File: src/rtl/pcs_pkg.sv
// Shared constants for the 1000BASE-X PCS transmit code-group sequencer.
// CFG states exist only when PCS_CONFIG_EN is defined.
package pcs_pkg;

   localparam int unsigned CG_W  = 8;
   localparam int unsigned CFG_W = 16;

   // Ordered-set selector values on tx_o_set
   localparam logic [CG_W-1:0] SET_I = 8'h01;
   localparam logic [CG_W-1:0] SET_S = 8'h05;
   localparam logic [CG_W-1:0] SET_D = 8'h0D;
   localparam logic [CG_W-1:0] SET_T = 8'h04;
   localparam logic [CG_W-1:0] SET_R = 8'h08;

   // Pre-8B/10B code-group octets
   localparam logic [CG_W-1:0] K28_5 = 8'hBC;
   localparam logic [CG_W-1:0] D16_2 = 8'h50;
   localparam logic [CG_W-1:0] K27_7 = 8'hFB;
   localparam logic [CG_W-1:0] K29_7 = 8'hFD;
   localparam logic [CG_W-1:0] K23_7 = 8'hF7;
   localparam logic [CG_W-1:0] K30_7 = 8'hFE;
   localparam logic [CG_W-1:0] D21_5 = 8'hB5;
   localparam logic [CG_W-1:0] D2_2  = 8'h42;

   typedef enum logic [3:0] {
      ST_IDLE_K,
      ST_IDLE_D,
      ST_SINGLE,
      ST_FILL_R
`ifdef PCS_CONFIG_EN
      ,
      ST_CFG1_A,
      ST_CFG1_B,
      ST_CFG1_C,
      ST_CFG1_D,
      ST_CFG2_A,
      ST_CFG2_B,
      ST_CFG2_C,
      ST_CFG2_D
`endif
   } state_e;

endpackage

File: src/rtl/pcs_tx_code_group_seq.sv
// 1000BASE-X PCS transmit code-group sequencer: expands ordered-set requests into
// code-groups with K flag and parity. Optional /C1/ /C2/ generation via PCS_CONFIG_EN.
module pcs_tx_code_group_seq #(
   parameter logic [7:0] SET_I = pcs_pkg::SET_I,
   parameter logic [7:0] SET_S = pcs_pkg::SET_S,
   parameter logic [7:0] SET_D = pcs_pkg::SET_D,
   parameter logic [7:0] SET_T = pcs_pkg::SET_T,
   parameter logic [7:0] SET_R = pcs_pkg::SET_R
) (
   input  logic                       CLK,
   input  logic                       RESET,
   input  logic [pcs_pkg::CG_W-1:0]   tx_o_set,
   input  logic [pcs_pkg::CG_W-1:0]   TXD,
`ifdef PCS_CONFIG_EN
   input  logic                       xmit_config,
   input  logic [pcs_pkg::CFG_W-1:0]  config_reg,
`endif
   output logic                       TX_OSET_indicate,
   output logic [pcs_pkg::CG_W-1:0]   tx_code_group,
   output logic                       tx_is_k,
   output logic                       tx_even
);

   import pcs_pkg::*;

   state_e            r_state;
   logic [CG_W-1:0]   r_cg;
   logic              r_k;
   logic              r_even;
   logic              r_ind;

   state_e            w_nxt_state;
   logic [CG_W-1:0]   w_nxt_cg;
   logic              w_nxt_k;
   logic              w_nxt_ind;
   logic              w_nxt_is_even;

`ifdef PCS_CONFIG_EN
   logic [CFG_W-1:0]  r_cfg;
   logic [CFG_W-1:0]  w_nxt_cfg;
   logic              r_fill_cfg;
   logic              w_nxt_fill_cfg;
`endif

   assign w_nxt_is_even = ~r_even;

   // State and registered output stage
   always_ff @(posedge CLK) begin
      if (RESET) begin
         r_state    <= ST_IDLE_K;
         r_cg       <= K28_5;
         r_k        <= 1'b1;
         r_even     <= 1'b1;
         r_ind      <= 1'b0;
`ifdef PCS_CONFIG_EN
         r_cfg      <= '0;
         r_fill_cfg <= 1'b0;
`endif
      end else begin
         r_state    <= w_nxt_state;
         r_cg       <= w_nxt_cg;
         r_k        <= w_nxt_k;
         r_even     <= w_nxt_is_even;
         r_ind      <= w_nxt_ind;
`ifdef PCS_CONFIG_EN
         r_cfg      <= w_nxt_cfg;
         r_fill_cfg <= w_nxt_fill_cfg;
`endif
      end
   end

   // Next state, then the code-group that state emits
   always_comb begin
      w_nxt_state    = r_state;
      w_nxt_cg       = r_cg;
      w_nxt_k        = r_k;
      w_nxt_ind      = 1'b0;
`ifdef PCS_CONFIG_EN
      w_nxt_cfg      = r_cfg;
      w_nxt_fill_cfg = r_fill_cfg;
`endif

      if (r_ind) begin
`ifdef PCS_CONFIG_EN
         if (xmit_config) begin
            if (!w_nxt_is_even) begin
               w_nxt_state    = ST_FILL_R;
               w_nxt_fill_cfg = 1'b1;
            end else if (r_state == ST_CFG1_D) begin
               w_nxt_state    = ST_CFG2_A;
            end else begin
               w_nxt_state    = ST_CFG1_A;
            end
         end else begin
`endif
            // SINGLE code-group is chosen here; the decode below leaves it alone
            if (tx_o_set == SET_I) begin
               w_nxt_state = w_nxt_is_even ? ST_IDLE_K : ST_FILL_R;
`ifdef PCS_CONFIG_EN
               w_nxt_fill_cfg = 1'b0;
`endif
            end else begin
               w_nxt_state = ST_SINGLE;
               w_nxt_k     = 1'b1;
               if (tx_o_set == SET_S) begin
                  w_nxt_cg = K27_7;
               end else if (tx_o_set == SET_T) begin
                  w_nxt_cg = K29_7;
               end else if (tx_o_set == SET_R) begin
                  w_nxt_cg = K23_7;
               end else if (tx_o_set == SET_D) begin
                  w_nxt_cg = TXD;
                  w_nxt_k  = 1'b0;
               end else begin
                  w_nxt_cg = K30_7;
               end
            end
`ifdef PCS_CONFIG_EN
         end
`endif
      end else begin
         case (r_state)
            ST_IDLE_K: w_nxt_state = ST_IDLE_D;
`ifdef PCS_CONFIG_EN
            ST_FILL_R: w_nxt_state = r_fill_cfg ? ST_CFG1_A : ST_IDLE_K;
            ST_CFG1_A: w_nxt_state = ST_CFG1_B;
            ST_CFG1_B: w_nxt_state = ST_CFG1_C;
            ST_CFG1_C: w_nxt_state = ST_CFG1_D;
            ST_CFG2_A: w_nxt_state = ST_CFG2_B;
            ST_CFG2_B: w_nxt_state = ST_CFG2_C;
            ST_CFG2_C: w_nxt_state = ST_CFG2_D;
`else
            ST_FILL_R: w_nxt_state = ST_IDLE_K;
`endif
            default:   w_nxt_state = ST_IDLE_K;
         endcase
      end

      case (w_nxt_state)
         ST_IDLE_K: begin
            w_nxt_cg  = K28_5;
            w_nxt_k   = 1'b1;
         end
         ST_IDLE_D: begin
            w_nxt_cg  = D16_2;
            w_nxt_k   = 1'b0;
            w_nxt_ind = 1'b1;
         end
         ST_SINGLE: begin
            w_nxt_ind = 1'b1;
         end
         ST_FILL_R: begin
            w_nxt_cg  = K23_7;
            w_nxt_k   = 1'b1;
         end
`ifdef PCS_CONFIG_EN
         ST_CFG1_A, ST_CFG2_A: begin
            w_nxt_cg  = K28_5;
            w_nxt_k   = 1'b1;
            w_nxt_cfg = config_reg;
         end
         ST_CFG1_B: begin
            w_nxt_cg  = D21_5;
            w_nxt_k   = 1'b0;
         end
         ST_CFG2_B: begin
            w_nxt_cg  = D2_2;
            w_nxt_k   = 1'b0;
         end
         ST_CFG1_C, ST_CFG2_C: begin
            w_nxt_cg  = r_cfg[7:0];
            w_nxt_k   = 1'b0;
         end
         ST_CFG1_D, ST_CFG2_D: begin
            w_nxt_cg  = r_cfg[15:8];
            w_nxt_k   = 1'b0;
            w_nxt_ind = 1'b1;
         end
`endif
         default: begin
            w_nxt_cg  = K28_5;
            w_nxt_k   = 1'b1;
         end
      endcase
   end

   assign TX_OSET_indicate = r_ind;
   assign tx_code_group    = r_cg;
   assign tx_is_k          = r_k;
   assign tx_even          = r_even;

endmodule

File: config.mk
export PLATFORM = sky130hd
export DESIGN_NAME = pcs_tx_code_group_seq
export DESIGN_NICKNAME = d
export VERILOG_FILES = /design/src/rtl/pcs_pkg.sv /design/src/rtl/pcs_tx_code_group_seq.sv
export SDC_FILE = /design/constraint.sdc
export NUM_CORES = 1
export LEC_CHECK = 0
export CAP_MARGIN = 20
export CORE_MARGIN = 10
export CORE_UTILIZATION = 55
export DETAILED_ROUTE_END_ITERATION = 7
export DONT_BUFFER_PORTS = 1
export PLACE_DENSITY = 0.7
export SYNTH_ARGS = -nofsm -noshare
export SYNTH_HDL_FRONTEND = slang
export SYNTH_SLANG_ARGS = --single-unit
File: constraint.sdc
create_clock -name CLK -period 5.9 [get_ports CLK]
set_clock_uncertainty 0.1 [all_clocks]
set_input_delay 0.59 -clock CLK [delete_from_list [all_inputs] [get_ports CLK]]
set_output_delay 0.59 -clock CLK [all_outputs]
set_load 0.03 [all_outputs]
Word level (Yosys, flattened, before mapping)
Cells that the tools add are included.

Equality and inequality tests: 10. Mux-type cells: 19. Bitwise operators: 1. Reductions and logical operators: 3.

Operators by type and width (count): $mux 8 (6); $pmux 8 s3 (1); $eq 8x3->1 const B (2); $eq 8x4->1 const B (2); $eq 4x2->1 const B (2); $eq 8x1->1 const B (1); $mux 1 (8); $eq 4x1->1 const B (1); $logic_not 4->1 (1); $mux 2 (2); $mux 4 (1); $ne 2x2->1 const B (2); $pmux 1 s2 (1); $reduce_and 2->1 (1); $reduce_or 2->1 (1); $not 1->1 (1).

Register bits: 15. Input port bits: 18. Output and inout bits: 11. Word-level logic and storage cells: 38.

Logic depth before layout (Yosys ltp)
Gate-level depths: netlist of the first run.

Depth in word-level cells: 8. Mapped depth: 10. Gate-level depth less buffers: 9.

Worst setup path before layout of the first run
Ideal clock, no wire load.

Path kind: input to register. Start: input port tx_o_set[5] (netlist bit). End: register r_cg[5], in the netlist tx_code_group[5]. Setup time: 0.131 ns. Data arrival time: 2.738 ns. Data required time: 5.669 ns. Path slack: 2.931 ns. Stages on the path: 8. Path buffers: 1. Cell sequence: or4_4 -> o41a_1 -> ha_1 -> buf_2 -> nor4bb_1 -> a31o_2 -> a2111oi_0 -> o21ai_0.

Elaborated cells between the ends (all ways): 20. Those cells by class: 10 x eq/ne; 9 x mux; 1 x reduce/logical.

RTL lines: start, declared (line pcs_tx_code_group_seq.sv:12) `input logic [pcs_pkg::CG_W-1:0] tx_o_set,`; $eq 8x1->1 * (line pcs_tx_code_group_seq.sv:97) `if (tx_o_set == SET_I) begin`; $mux 2 * (line pcs_tx_code_group_seq.sv:97); $mux 4 * (line pcs_tx_code_group_seq.sv:83) `if (r_ind) begin`; net w_nxt_state[1] (line pcs_tx_code_group_seq.sv:32) `state_e w_nxt_state;`; $eq 4x2->1 (line pcs_tx_code_group_seq.sv:139) `case (w_nxt_state)`; $ne 2x2->1 (no line); $reduce_and 2->1 (no line); end signal, assigned (line pcs_tx_code_group_seq.sv:61) `r_cg <= w_nxt_cg;`; end, declared (line pcs_tx_code_group_seq.sv:27) `logic [CG_W-1:0] r_cg;`.

Mark *: on every way through the listed nets, which the timed path passes. The rest lies on a longest branch. The select of a mux whose other input is x is not followed. A chain may end at the register's enable or synchronous reset.

Final worst setup path of the first run
Start: input port tx_o_set[5] (netlist bit). End: register r_cg[5], in the netlist tx_code_group[5].

Cells in the longest elaborated chain, start to end: 8. Elaborated cells between the ends (all ways): 20. Those cells by class: 10 x eq/ne; 9 x mux; 1 x reduce/logical.

RTL lines: $eq 8x4->1 (line pcs_tx_code_group_seq.sv:111) `end else if (tx_o_set == SET_D) begin`; $mux 8 (line pcs_tx_code_group_seq.sv:111); $mux 8 (line pcs_tx_code_group_seq.sv:109) `end else if (tx_o_set == SET_R) begin`; $mux 8 (line pcs_tx_code_group_seq.sv:107) `end else if (tx_o_set == SET_T) begin`; $mux 8 (line pcs_tx_code_group_seq.sv:105) `if (tx_o_set == SET_S) begin`; $mux 8 (line pcs_tx_code_group_seq.sv:97); $mux 8 (line pcs_tx_code_group_seq.sv:83); $pmux 8 s3 (line pcs_tx_code_group_seq.sv:139).

Several ways; a longest one is shown, not always the timed one. The select of a mux whose other input is x is not followed.

==> flow_summary.json, run 1 <==
{
  "cpPeakStageDelay_ns": 0.53,
  "start_util": 0.5865,
  "synthFlopType": "dfxtp_1",
  "worstHoldStart": "RESET",
  "fin_hold_ws_ns": 0.2704,
  "timing_worst_setup_path_type": "in2reg",
  "cp.arrival_ns": 2.94,
  "cts_setup_buffers": 0,
  "power_mw": 0.4370,
  "synth_nets": 115,
  "finalHoldViolations": 0,
  "synthArstFlopShare": 0,
  "synthTopCellsByArea": "dfxtp_1 34%, nor2_1 6.9%, ha_1 6.6%, a31oi_1 3.3%, nor3_1 3.3%",
  "postSynthAreaPerCell_um2": 8.207,
  "ff2ff_path_depth": 7,
  "syn_inst": 93,
  "cts_htree_levels": 1,
  "grt_pass1_wl_mm": 3.070,
  "switching_share": 0.4921,
  "yosysTopAreaCellShare": 0.3410,
  "insertion_delay_ns": 0.28,
  "hold_end": "tx_code_group[1]",
  "yosysUniqueCellTypes": 38,
  "drcViolationCount": 0,
  "crit_buf_inv": 0,
  "core_mm2": 0.001301,
  "grt_antenna_before_repair": 0,
  "relSlewSlack": 0.6451,
  "via_per_inst": 6.430,
  "fin_util": 0.6029,
  "grtUsageMet2": 0.1860,
  "cts_buffers": 3,
  "critPathLaunchType": "primary input",
  "synthTopCellsByCount": "14 x nor2_1, 13 x dfxtp_1, 5 x inv_1, 5 x nand2_1, 5 x nor3_1",
  "rrSetupSlack_ns": 3.04,
  "ctsLongestPathBuffers": 2,
  "hold_path_depth": 1,
  "grt_overflow": 0,
  "r2r_end": "tx_code_group[4]",
  "placedCellCount": 103,
  "pwr_density_cell_mw_per_mm2": 557.1,
  "first_iter_violations": 22,
  "finalSetupViolCount": 0,
  "nets": 115,
  "tritoncts": "yes",
  "p_switching_mw": 0.2151,
  "fin_crit_sh": 0.4893,
  "slew_violations": 0,
  "vias": 688,
  "place_area_um2": 758.2,
  "cp_data_required_time_ns": 5.96,
  "cp-end-kind": "flop",
  "p_int_mw": 0.2220,
  "regToRegStartpoint": "TX_OSET_indicate",
  "pre_cts_slack_ns": 2.769,
  "drive_above_1_share": 0.09783,
  "timing_worst_slew_pin_value_ns": 0.5316,
  "fp.dieH_um": 57.25,
  "cts-resized-gates": 0,
  "grt_pass1_vias": 681,
  "fmax_ghz": 0.3464,
  "instances_no_fill": 107,
  "synth_edf_count": 0,
  "post-synth-top-count-cell": "nor2_1",
  "io_pins": 29,
  "met1_usage": 0.1222,
  "status": "finished clean",
  "portBuffers": 0,
  "synth_seq_area_share": 0.3410,
  "core.rowCount": 13,
  "ys_warn_count": 0,
  "clkSlewWorstSetupHoldPaths_ns": 0.08,
  "fillers": 126,
  "wl_mm": 1.958,
  "die-area_mm2": 0.003278,
  "ant_nets": 0,
  "antennaDiodeCount": 0,
  "cpMaxStageDelayCell": "or4_4",
  "cts_sinks": 13,
  "use_met3": 0.06195,
  "hold_path_class": "in2reg",
  "synthesis.area_um2": 763.2,
  "cts-hold-fix-buffers": 0,
  "wl_per_cell_um": 18.30,
  "dp.final_hpwl_mm": 1.543,
  "grt_busiest_layer": "met2",
  "clockPowerShare": 0.126,
  "routabilityCongestion": 0.8318,
  "maxCapViolCount": 0,
  "vdd_drop_max_mv": 0.3163,
  "crit_chain": "or4_4, nor2_1, a31oi_1, ha_1, nor4bb_1, a31o_2, a2111oi_0, o21ai_0",
  "power.leakage_nw": 0.2980,
  "synth.largest_area_cell": "dfxtp_1",
  "setup_tns_ns": 0,
  "path_delay_family": "compound AO/OA/AOI/OAI gates",
  "cp_num_cells": 8,
  "syn2layout_area_growth_pct": 2.787,
  "cp_max_fo": 10,
  "ys_seq_elements": 13,
  "firstDrtPassIters": 4,
  "grt_max_degree": 14,
  "p_comb_frac": 0.385,
  "seq_area_um2": 260.3,
  "grt_usage": 0.1168,
  "cts_root_buf": "clkbuf_4",
  "finalCriticalPeriod_ns": 2.887,
  "multi_input_area_um2": 456.7,
  "rsz0062_at_grt": "false",
  "die-width_um": 57.25,
  "fin_area_um2": 784.5,
  "seq_power_share": 0.489,
  "finalWorstSetupSlack_ns": 3.013
}
==> power by group through the flow <==
stage | Clock [mW] | Sequential [mW] | Combinational [mW]
after floorplan | 0 | 0.207 | 0.139
after global placement | 0 | 0.218 | 0.165
after detailed placement | 0 | 0.218 | 0.165
after CTS | 0.0565 | 0.216 | 0.166
after global routing | 0.0627 | 0.220 | 0.187
final | 0.0551 | 0.214 | 0.168
==> worst reg2reg max path, stage by stage, from the launching register on <==
cell and delay [ns]:
dfxtp_1 0.66, nor3_1 0.16, a31oi_1 0.35, ha_1 0.44, nor4bb_1 0.48, a31oi_2 0.26, and3_1 0.25, o21ai_1 0.10
==> placed cells by master, fill, tap and decap left out, types with 3 or more instances in the layout <==
cell,n
nor2_1,14
dfxtp_1,13
inv_1,5
nor3_1,5
nand2_1,5
a31oi_1,4
a21oi_1,4
ha_1,4
clkbuf_4,3
==> sequential cells by signal (all words and copies together), names as in the netlist <==
signal,cells
r_state,2
tx_is_k,1
tx_even,1
tx_code_group,8
TX_OSET_indicate,1
==> metal layers <==
metal  vias up  routed length, um
met5         -                  0
met4         0                 24
met3         4                214
met2        26                932
met1       320                786
li1        338                  -
==> cell families (layout without fill, tap and decap cells) <==
| group | after synthesis | in the layout | synth area share |
|---|---|---|---|
| AND/OR/NAND/NOR | 37 | 37 | 0.2574 |
| flip-flops | 13 | 13 | 0.3410 |
| AO/OA/AOI/OAI | 27 | 27 | 0.2639 |
| adder cells (fa/ha/maj) | 4 | 4 | 0.06558 |
| buffers and inverters | 11 | 10 | 0.06065 |
| XOR/XNOR | 1 | 1 | 0.01148 |
==> worst max path at each step <==
stage           startpoint                to  slack (ns)
6_report       tx_o_set[5]  tx_code_group[5]        3.01
5_1_grt        tx_o_set[5]  tx_code_group[5]        2.79
4_1_cts        tx_o_set[5]  tx_code_group[5]        3.07
3_5_place_dp   tx_o_set[5]  tx_code_group[5]        2.77
3_3_place_gp   tx_o_set[5]  tx_code_group[5]        2.84
2_1_floorplan  tx_o_set[5]  tx_code_group[5]        2.93
==> area by class of cell <==
| cell class | instances | share of cell area |
|---|---|---|
| Sequential cell | 13 | 0.3317 |
| Multi-Input combinational cell | 69 | 0.5821 |
| Clock buffer | 4 | 0.03349 |
| Inverter | 6 | 0.02871 |
| Tap cell | 15 | 0.02392 |
Power figures use the tool's default switching activity.
==> run 2, diff against run 1 <==
- clock period: 5.9 -> 2.99 ns (I/O delays scaled with it)
==> run 2 against run 1 <==
Utilization increased by 1.9 points; non-clock buffer count up 3; register-to-register slack got worse by 2.8 ns; combinational power rose by 120%; setup slack lost 2.8 ns; sequential share of layout area down 1.0 points; global-route usage up 0.31 points; clock power grew 98%; final area increased by 3.2%; first-iteration DRC count shrank 9.1%; via count rose by 1.9%; highest routed layer unchanged; largest cell class unchanged; sequential cell count stayed put.
==> flow_summary.json, run 2 (synthesized netlist as in run 1, its figures left out) <==
{
  "syn2layout_area_growth_pct": 6.066,
  "vdd_drop_max_mv": 0.5540,
  "grt_usage": 0.1199,
  "instances_no_fill": 110,
  "path_delay_family": "simple AND/OR/NAND/NOR gates",
  "ff2ff_path_depth": 8,
  "finalHoldViolations": 0,
  "grt_antenna_before_repair": 0,
  "drive_above_1_share": 0.1158,
  "via_per_inst": 6.373,
  "path_common_cell": "nor3_1",
  "grt_max_degree": 11,
  "hold_path_depth": 1,
  "power.leakage_nw": 0.3116,
  "cp_num_cells": 8,
  "cts_htree_levels": 1,
  "timing_worst_slew_pin_value_ns": 0.5297,
  "cts_root_buf": "clkbuf_4",
  "regToRegStartpoint": "TX_OSET_indicate",
  "grtUsageMet2": 0.1953,
  "layout_commonest_cell": "nor2_1",
  "fmax_ghz": 0.3608,
  "grt_overflow": 0,
  "status": "finished clean",
  "fp.dieH_um": 57.25,
  "rsz0062_at_grt": "false",
  "final_cell_mix": "14 x nor2_1, 13 x dfxtp_1, 5 x inv_1, 5 x nor3_1, 5 x nand2_1",
  "first_iter_violations": 20,
  "crit_buf_inv": 1,
  "maxCapViolCount": 0,
  "clkSlewWorstSetupHoldPaths_ns": 0.08,
  "largest_reg_flops": 8,
  "met1_usage": 0.1296,
  "critPathLaunchType": "flop",
  "placedCellCount": 105,
  "pre_cts_slack_ns": 0.1754,
  "cpMaxStageDelayCell": "nor4bb_1",
  "finalWorstSetupSlack_ns": 0.2182,
  "ctsLongestPathBuffers": 2,
  "crit_chain": "nor3_1, a31oi_1, ha_1, nor4bb_1, a31oi_2, buf_4, nor3_1, a21oi_1",
  "cp_data_required_time_ns": 3.05,
  "cts_setup_buffers": 0,
  "core.rowCount": 13,
  "nets": 118,
  "vias": 701,
  "portBuffers": 0,
  "dp.final_hpwl_mm": 1.547,
  "antennaDiodeCount": 0,
  "hold_path_class": "in2reg",
  "die-area_mm2": 0.003278,
  "setup_tns_ns": 0,
  "drcViolationCount": 0,
  "tritoncts": "yes",
  "finalSetupViolCount": 0,
  "timing_worst_setup_path_type": "reg2reg",
  "cp_max_fo": 10,
  "fin_util": 0.6221,
  "die-width_um": 57.25,
  "cts-resized-gates": 0,
  "cts-hold-fix-buffers": 1,
  "worstHoldStart": "RESET",
  "fin_crit_sh": 0.9270,
  "wl_per_cell_um": 18.39,
  "place_area_um2": 773.2,
  "relSlewSlack": 0.6439,
  "pwr_density_cell_mw_per_mm2": 1091,
  "cp-startpoint": "TX_OSET_indicate",
  "cts_buffers": 3,
  "cp.arrival_ns": 2.83,
  "grt_pass1_vias": 678,
  "firstDrtPassIters": 4,
  "fillers": 131,
  "cp-end-kind": "flop",
  "io_pins": 29,
  "grt_pass1_wl_mm": 3.187,
  "cts_sinks": 13,
  "ant_nets": 0,
  "grt_busiest_layer": "met2",
  "core_mm2": 0.001301,
  "fin_area_um2": 809.5,
  "start_util": 0.5865,
  "cpPeakStageDelay_ns": 0.54,
  "wl_mm": 2.023,
  "insertion_delay_ns": 0.28,
  "finalCriticalPeriod_ns": 2.772,
  "use_met3": 0.05752,
  "routabilityCongestion": 0.8135,
  "slew_violations": 0
}
[run 2: cell types whose count changed in the layout (fill, tap and decap cells not counted), sizes merged]
cell,delta
buf,+2
dlygate4sd3,+1
[run 2: final timing paths]
kind | to | slack [ns]
setup / recovery | tx_code_group[7] | 0.22
hold / removal | tx_even | 0.02
setup reg to reg | tx_code_group[7] | 0.22
hold reg to reg | tx_code_group[6] | 0.49
[run 2: per-layer routing]
metal | up-vias | wire length, um
li1 | 347 | -
met1 | 319 | 845
met2 | 30 | 928
met3 | 5 | 225
met4 | 0 | 23
met5 | - | 0
[run 2: final cells by class]
type / instances / area, um^2 / area share
multi-input combinational: 69 / 456.7 / 0.5641
timing repair buffer: 3 / 25.02 / 0.03091
tap: 15 / 18.77 / 0.02318
clock buffer: 4 / 26.28 / 0.03246
sequential: 13 / 260.3 / 0.3215
inverter: 6 / 22.52 / 0.02782
[run 2: stage by stage]
stage / power, mW / hold slack, ns
global placement: 0.7696 / 0.2708
floorplan: 0.6829 / 0.3213
detailed placement: 0.7762 / 0.2705
global route: 0.9461 / 0.01457
CTS: 0.8875 / 0.01803
finish: 0.8829 / 0.01792
[run 2: where the power goes]
group	total (mW)	leakage (nW)	switching, mW	internal (mW)
sequential	0.408	0.108	0.164	0.244
clock	0.109	0.0150	0.0568	0.0517
combinational	0.366	0.189	0.209	0.157
total	0.883	0.312	0.430	0.453
==> run 3, diff against run 2 <==
- CORE_UTILIZATION: 55 -> 53
- CTS_BUF_LIST: not set -> sky130_fd_sc_hd__clkbuf_8 sky130_fd_sc_hd__clkbuf_16
- PLACE_DENSITY: 0.7 -> 0.68
- clock period: 2.99 -> 2.3 ns (I/O delays scaled with it)
==> run 3 against run 2 <==
Clock power up 76%; maximum frequency grew 32%; utilization is 5.8 points higher; via count is 3.1% higher; critical path type unchanged; final cell count is 4.5% higher; die area is 2.5% higher; highest routed layer is now met3; clock-buffer cell count decreased by 1; total power is 48% higher; critical endpoint is now tx_code_group[4].
==> flow_summary.json, run 3 (synthesized netlist as in run 1, its figures left out) <==
{
  "status": "finished clean",
  "fillers": 111,
  "pre_cts_slack_ns": -0.05228,
  "grt_overflow": 0,
  "cp.arrival_ns": 2.16,
  "cts_setup_buffers": 0,
  "routabilityCongestion": 0.8193,
  "vias": 723,
  "hold_path_class": "in2reg",
  "grt_max_degree": 11,
  "maxCapViolCount": 0,
  "die-area_mm2": 0.003358,
  "start_util": 0.5722,
  "finalSetupViolCount": 0,
  "fmax_ghz": 0.4775,
  "cpPeakStageDelay_ns": 0.44,
  "timing_worst_setup_path_type": "reg2reg",
  "fin_area_um2": 907.1,
  "cp-end-kind": "flop",
  "multi_input_area_um2": 496.7,
  "relSlewSlack": 0.5704,
  "pwr_density_cell_mw_per_mm2": 1440,
  "ant_nets": 0,
  "grt_pass1_wl_mm": 3.436,
  "grt_pass1_vias": 767,
  "timing_worst_slew_pin_value_ns": 0.6391,
  "wl_mm": 2.011,
  "syn2layout_area_growth_pct": 18.85,
  "core.rowCount": 13,
  "ff2ff_path_depth": 7,
  "largest_reg_flops": 8,
  "grt_antenna_before_repair": 0,
  "cts_htree_levels": 1,
  "drive_above_1_share": 0.2100,
  "via_per_inst": 6.287,
  "core_mm2": 0.001334,
  "layout_commonest_cell": "nor2_1",
  "tritoncts": "yes",
  "rsz0062_at_grt": "false",
  "cp_max_fo": 9,
  "io_pins": 29,
  "fin_crit_sh": 0.9105,
  "grt_usage": 0.1248,
  "antennaDiodeCount": 0,
  "place_area_um2": 852.1,
  "seq_area_um2": 261.5,
  "portBuffers": 0,
  "ctsLongestPathBuffers": 2,
  "clkSlewWorstSetupHoldPaths_ns": 0.05,
  "critPathLaunchType": "flop",
  "cpMaxStageDelayCell": "dfxtp_2",
  "finalCriticalPeriod_ns": 2.094,
  "cts-resized-gates": 0,
  "final_cell_mix": "14 x nor2_1, 12 x dfxtp_1, 7 x buf_4, 6 x inv_1",
  "crit_chain": "nor3_1, a31oi_1, ha_2, nor4bb_4, a31oi_4, and3_1, o21ai_1",
  "rrSetupSlack_ns": 0.21,
  "hold_path_depth": 2,
  "vdd_drop_max_mv": 0.7154,
  "insertion_delay_ns": 0.24,
  "slew_violations": 0,
  "worstHoldStart": "RESET",
  "firstDrtPassIters": 2,
  "regToRegStartpoint": "TX_OSET_indicate",
  "die-width_um": 57.95,
  "path_delay_family": "simple AND/OR/NAND/NOR gates",
  "power.leakage_nw": 0.3603,
  "cts_buffers": 3,
  "power_mw": 1.306,
  "finalWorstSetupSlack_ns": 0.2058,
  "cts_sinks": 13,
  "finalHoldViolations": 0,
  "fp.dieH_um": 57.95,
  "first_iter_violations": 10,
  "wl_per_cell_um": 17.49,
  "drcViolationCount": 0,
  "hold_end": "tx_code_group[5]",
  "cp_data_required_time_ns": 2.37,
  "dp.final_hpwl_mm": 1.676,
  "cts_root_buf": "clkbuf_8",
  "crit_buf_inv": 0,
  "r2r_end": "tx_code_group[4]",
  "nets": 123
}
==> run 3: cell count changes in the layout (fill, tap and decap cells not counted), sizes merged <==
cell | before | now
buf | 2 | 7
clkbuf | 4 | 3
inv | 6 | 7
==> run 3: cell type report <==
| type | count | share of cell area |
|---|---|---|
| multi-input cells | 69 | 0.5476 |
| clock inverters | 1 | 0.004138 |
| well taps | 15 | 0.02069 |
| flip-flops and latches | 13 | 0.2883 |
| repair buffers | 8 | 0.06897 |
| inverters | 6 | 0.02483 |
| clock buffers | 3 | 0.04552 |
==> run 3: stage by stage <==
stage | TNS (ns) | hold WS, ns | cells | utilization
global route | 0 | 0.05267 | 115 | 0.6801
floorplan | -0.07543 | 0.2571 | 93 | -
global placement | 0 | 0.1942 | 110 | 0.6388
CTS | 0 | 0.04059 | 115 | 0.6801
detailed placement | -0.06123 | 0.2034 | 110 | 0.6388
finish | 0 | 0.04234 | 115 | 0.6801
==> run 3: where the power goes <==
part | total, mW | internal (mW) | leakage (nW) | switching [mW]
Clock | 0.192 | 0.117 | 0.0269 | 0.0745
Combinational | 0.579 | 0.276 | 0.225 | 0.302
Sequential | 0.535 | 0.321 | 0.108 | 0.214
Total | 1.31 | 0.715 | 0.360 | 0.591
==> run 3: routing by layer <==
metal	global-route usage	wire [um]	vias up
li1	-	-	357
met4	0.03691	0	0
met2	0.2224	1026	21
met1	0.1233	793	345
met3	0.06318	191	0
met5	0	0	-
==> run 3: what timing repair did <==
action	in CTS	in global routing
hold buffers	1	0
hold endpoints to repair	7	0
endpoints found under the setup margin	0	0
==> run 3: worst max-delay path by stage <==
stage                                 from          endpoint  slack, ns  depth (start not counted)
final                     TX_OSET_indicate  tx_code_group[4]       0.21                          7
after global routing      TX_OSET_indicate  tx_code_group[6]       0.02                          7
after CTS                 TX_OSET_indicate  tx_code_group[4]       0.18                          7
after detailed placement       tx_o_set[5]  tx_code_group[5]      -0.05                          7
after global placement         tx_o_set[5]  tx_code_group[5]      0.008                          7
after floorplan                tx_o_set[3]  tx_code_group[5]      -0.08                          9
